<file path="src/rtl/prio_enc_pkg.sv">
`default_nettype none
// ============================================================================
// Module      : prio_enc_pkg
// Description : Shared widths and index type for the 8x3 priority encoder.
//               IN_W  - request vector width
//               OUT_W - encoded index width
//               idx_t - encoded index type, with a cast helper from a loop index
// Revision    : 1.0 - initial release
// ============================================================================
package prio_enc_pkg;

    localparam int IN_W  = 8;
    localparam int OUT_W = 3;

    typedef logic [OUT_W-1:0] idx_t;

    // Converts a request bit position into the encoded index type.
    function automatic idx_t to_idx(input int unsigned pos);
        return idx_t'(pos);
    endfunction

endpackage : prio_enc_pkg
`default_nettype wire

</file>
<file path="src/rtl/prio_enc_comb.sv">
`default_nettype none
// ============================================================================
// Module      : prio_enc_comb
// Description : Purely combinational priority encoder.
//   Parameters : LSB_FIRST - 0: bit 7 has highest priority, 1: bit 0 has
//                highest priority
//   Ports      : in  [7:0] - request vector
//                idx [2:0] - index of the winning request (0 when in == 0)
//                any       - at least one request bit is set
// Revision    : 1.0 - initial release
// ============================================================================
module prio_enc_comb
    import prio_enc_pkg::*;
#(
    parameter int LSB_FIRST = 0
) (
    input  logic [IN_W-1:0] in,
    output idx_t            idx,
    output logic            any
);

    assign any = |in;

    // The scan runs from lowest to highest priority so the last set bit
    // visited is the winner; lower-priority bits are always overwritten.
    generate
        if (LSB_FIRST != 0) begin : g_lsb_first
            always_comb begin
                idx = '0;
                for (int i = IN_W - 1; i >= 0; i--) begin
                    if (in[i]) begin
                        idx = to_idx(i);
                    end
                end
            end
        end else begin : g_msb_first
            always_comb begin
                idx = '0;
                for (int i = 0; i < IN_W; i++) begin
                    if (in[i]) begin
                        idx = to_idx(i);
                    end
                end
            end
        end
    endgenerate

endmodule : prio_enc_comb
`default_nettype wire

</file>
<file path="src/rtl/eightxthree_priority_encoder_block.sv">
`default_nettype none
// ============================================================================
// Module      : eightxthree_priority_encoder_block
// Description : Registered 8-to-3 priority encoder with capture enable.
//   Parameters : LSB_FIRST - 0: in[7] highest priority, 1: in[0] highest
//   Ports      : clk          - clock, rising edge
//                rst_n        - synchronous active-low reset
//                en           - capture enable
//                in     [7:0] - request vector
//                out    [2:0] - registered winning index
//                valid        - registered "any request was set"
//                onehot [7:0] - registered one-hot of out (only when the
//                               PRIO_ENC_ONEHOT_EN macro is defined)
//   Macros     : PRIO_ENC_ONEHOT_EN - adds the onehot output
// Revision    : 1.0 - initial release
// ============================================================================
module eightxthree_priority_encoder_block
    import prio_enc_pkg::*;
#(
    parameter int LSB_FIRST = 0
) (
    input  logic            clk,
    input  logic            rst_n,
    input  logic            en,
    input  logic [IN_W-1:0] in,
    output idx_t            out,
    output logic            valid
`ifdef PRIO_ENC_ONEHOT_EN
    ,
    output logic [IN_W-1:0] onehot
`endif
);

    idx_t w_idx;
    logic w_any;
    idx_t r_out;
    logic r_valid;

    prio_enc_comb #(
        .LSB_FIRST (LSB_FIRST)
    ) u_comb (
        .in  (in),
        .idx (w_idx),
        .any (w_any)
    );

    // Reset takes precedence over enable; the value presented on the reset
    // edge is dropped.
    always_ff @(posedge clk) begin
        if (!rst_n) begin
            r_out   <= '0;
            r_valid <= 1'b0;
        end else if (en) begin
            r_out   <= w_idx;
            r_valid <= w_any;
        end
    end

    assign out   = r_out;
    assign valid = r_valid;

`ifdef PRIO_ENC_ONEHOT_EN
    localparam logic [IN_W-1:0] C_ONE = {{(IN_W-1){1'b0}}, 1'b1};

    logic [IN_W-1:0] w_onehot;
    logic [IN_W-1:0] r_onehot;

    // An empty request vector must give all zeros, not bit 0.
    assign w_onehot = w_any ? (C_ONE << w_idx) : '0;

    always_ff @(posedge clk) begin
        if (!rst_n) begin
            r_onehot <= '0;
        end else if (en) begin
            r_onehot <= w_onehot;
        end
    end

    assign onehot = r_onehot;
`endif

endmodule : eightxthree_priority_encoder_block
`default_nettype wire

</file>
<file path="config.mk">
export PLATFORM = sky130hd
export DESIGN_NAME = eightxthree_priority_encoder_block
export DESIGN_NICKNAME = d
export VERILOG_FILES = /design/src/rtl/prio_enc_pkg.sv /design/src/rtl/prio_enc_comb.sv /design/src/rtl/eightxthree_priority_encoder_block.sv
export SDC_FILE = /design/constraint.sdc
export NUM_CORES = 1
export LEC_CHECK = 0
export CELL_PAD_IN_SITES_DETAIL_PLACEMENT = 0
export CELL_PAD_IN_SITES_GLOBAL_PLACEMENT = 1
export CORE_AREA = 2 2 39 41
export CTS_BUF_LIST = sky130_fd_sc_hd__clkbuf_8
export DETAILED_ROUTE_END_ITERATION = 6
export DIE_AREA = 0 0 41 43
export PLACE_DENSITY = 0.57
export SYNTH_ARGS = -nofsm -noshare
export SYNTH_HDL_FRONTEND = slang
export SYNTH_SLANG_ARGS = --single-unit
</file>
<file path="constraint.sdc">
create_clock -name clk -period 1.3 [get_ports clk]
set_input_delay 0.195 -clock clk [delete_from_list [all_inputs] [get_ports clk]]
set_output_delay 0.195 -clock clk [all_outputs]
set_load 0.05 [all_outputs]
</file>
==> results.py <==
metrics = {
    "routing": {
        "drc_errors": 0,
        "dr_total_vias": 235,
        "firstDrtPassIters": 3,
        "detail_route.vias_per_cell": 4.12,
        "drtAntennaViolNets": 0,
        "wirelength_um": 541,
        "wl_per_cell_um": 9.49,
        "drt_iter0_drc": 8,
    },
    "synth": {
        "synth_nets": 33,
        "syn_area_per_cell_um2": 8.19,
        "yosys.cell_types.count": 10,
        "ys_top_cells_by_area": "dfxtp_1 44%, o21ai_0 11%, a31oi_1 10%, nor4_1 6.9%, nor2_1 6.3%",
        "synthCells": 22,
        "ys_seq_area_share_pct": 44.4,
        "ys_seq_elements": 4,
        "synth_top_area_share_pct": 44.4,
        "yosysTopAreaCell": "dfxtp_1",
        "yosysWarnings": 0,
        "synth_area_um2": 180,
    },
    "sta": {
        "relSlewSlack_pct": 71.9,
        "hold_viol_final": 0,
        "rsz0062_at_grt": "false",
        "finalCritPeriodShare_pct": 89.4,
        "tightestPinTransition_ns": 0.418,
        "min_period_ns": 1.16,
        "setup_tns_ns": 0,
        "fin_skew_ns": 0,
        "timing.final.ws_setup_ns": 0.138,
        "setup_viol": 0,
        "drv_slew": 0,
        "whs_ns": 0.555,
        "clock.fmax_ghz": 0.860,
    },
    "final_layout": {
        "fin_util_pct": 31.6,
        "layout.nets": 54,
        "n_fill_cell": 148,
        "drive_above_1_share_pct": 22.0,
        "diodes": 0,
        "area_growth_syn_to_layout_pct": 142,
        "final_cells": 57,
        "final_cell_mix": "10 x clkdlybuf4s50_1, 4 x o21ai_0, 4 x dfxtp_1, 4 x buf_12",
        "final_common_cell": "clkdlybuf4s50_1",
    },
    "place": {
        "dpl_worst_slack_ns": -0.0921,
        "dp.cells": 54,
        "routabilityCongestion": 0.647,
        "io_buffers": 14,
    },
    "global_route": {
        "grt_pass1_wl_um": 869,
        "track_usage_pct": 7.51,
        "grt_pass1_vias": 234,
        "grt_remaining_overflow": 0,
        "grt_max_degree": 9,
        "grtUsageMet3_pct": 4.71,
        "met2_usage_pct": 10.6,
        "grt-busiest-layer": "met2",
        "met1_usage_pct": 8.28,
        "antenna_found_initial": 0,
    },
    "critical_path": {
        "path_max_fanout": 2,
        "startpoint": "in[6]",
        "worstPathRequired_ns": 1.40,
        "r2r_start": "out[0]",
        "critPathCapture": "out[2]",
        "startpoint_type": "input port",
        "cp-end-kind": "register",
        "worstPathCellList": "clkdlybuf4s50_1 -> nor4_1 -> nand2_1 -> o211a_1",
        "r2r-end": "out[0]",
        "cp_data_arrival_time_ns": 1.26,
        "rrSetupSlack_ns": 0.61,
        "criticalPathCategory": "input port to register",
        "rr_worst_depth": 2,
        "cpPeakStageDelay_ns": 0.43,
        "cp_slowest_cell": "nor4_1",
    },
    "clock_network": {
        "clk_latency_ns": 0.21,
        "clockBufferDepth": 2,
        "htree_num_levels": 1,
        "clk_pin_slew_ns": 0.03,
        "post-cts-setup-buffer-count": 0,
        "postCtsResizedCells": 0,
        "cts_tree": "built",
        "hold_buffers": 0,
        "clock_sink_count": 4,
        "cts_inserted_buffers": 3,
        "cts-root-buf": "clkbuf_8",
    },
    "floorplanning": {
        "chipHeight_um": 43,
        "fp-row-count": 14,
        "dieWidth_um": 41,
        "core_area_mm2": 0.00138,
        "num_io_pins": 15,
        "fp.dieArea_mm2": 0.00176,
        "initial_core_util_pct": 13.0,
    },
    "pwr": {
        "vdd_drop_max_mv": 0.353,
        "p_leak_nw": 0.180,
        "powerDensity_mw_per_mm2": 1210,
    },
    "run_status": {
        "outcome": "complete, no violations",
    },
    "run": {
        "max_cap_violations": 0,
    },
    "worst_hold_path": {
        "hold_class": "register to register",
    },
}
## where the power goes
part           internal [mW]  switching, mW
registers              0.133        0.00931
clock network          0.197         0.0588
logic                 0.0744         0.0579
## final cells by class
cell class / count / area [um2] / share of cell area (%)
Inverter: 2 / 7.51 / 1.72
Timing Repair Buffer: 16 / 195 / 44.7
Multi-Input combinational cell: 16 / 92.6 / 21.2
Clock buffer: 3 / 41.3 / 9.46
Sequential cell: 4 / 80.1 / 18.3
Tap cell: 16 / 20.0 / 4.58
## synth_stat cells
cell type / instances
a221o_1: 1
dfxtp_1: 4
a31oi_1: 3
nor2_1: 3
nand2_1: 1
o21ai_0: 4
nor4_1: 2
nand2b_1: 1
o211a_1: 1
inv_1: 2
## cells by family (layout without fill, tap and decap cells)
| group | Yosys count | count (layout) | synth area share [%] |
|---|---|---|---|
| compound gates | 9 | 9 | 32.6 |
| buf+inv | 2 | 21 | 4.17 |
| flops | 4 | 4 | 44.4 |
| simple gates | 7 | 7 | 18.7 |
## metrics by stage
step                total power, mW  instance area (um2)
CTS                           0.538                  437
global placement              0.275                  395
finish                        0.531                  437
detailed placement            0.277                  395
floorplan                     0.188                  180
global route                  0.562                  437
## layer usage
metal	part of all wire, %	vias to the layer above
li1	-	121
met3	15	0
met1	42	97
met4	0	0
met5	0	-
met2	43	17
## how the worst min path moves through the flow
stage                      start  endpoint  cells past startpoint
after global placement    out[2]    out[2]                      1
after CTS                 out[2]    out[2]                      1
final                     out[2]    out[2]                      1
after detailed placement  out[2]    out[2]                      1
after floorplan               en    out[0]                      1
after global routing      out[2]    out[2]                      1
## critical path, delay by kind of cell
| family | cells | cell delay, ns |
|---|---|---|
| AO/OA/AOI/OAI | 1 | 0.11 |
| buffers and inverters | 1 | 0.42 |
| AND/OR/NAND/NOR | 2 | 0.54 |
## flip-flops by register name, indices dropped and copies added, names as in the netlist
signal,cells
out,3
valid,1
No activity file was read; power rests on OpenSTA's default activity.
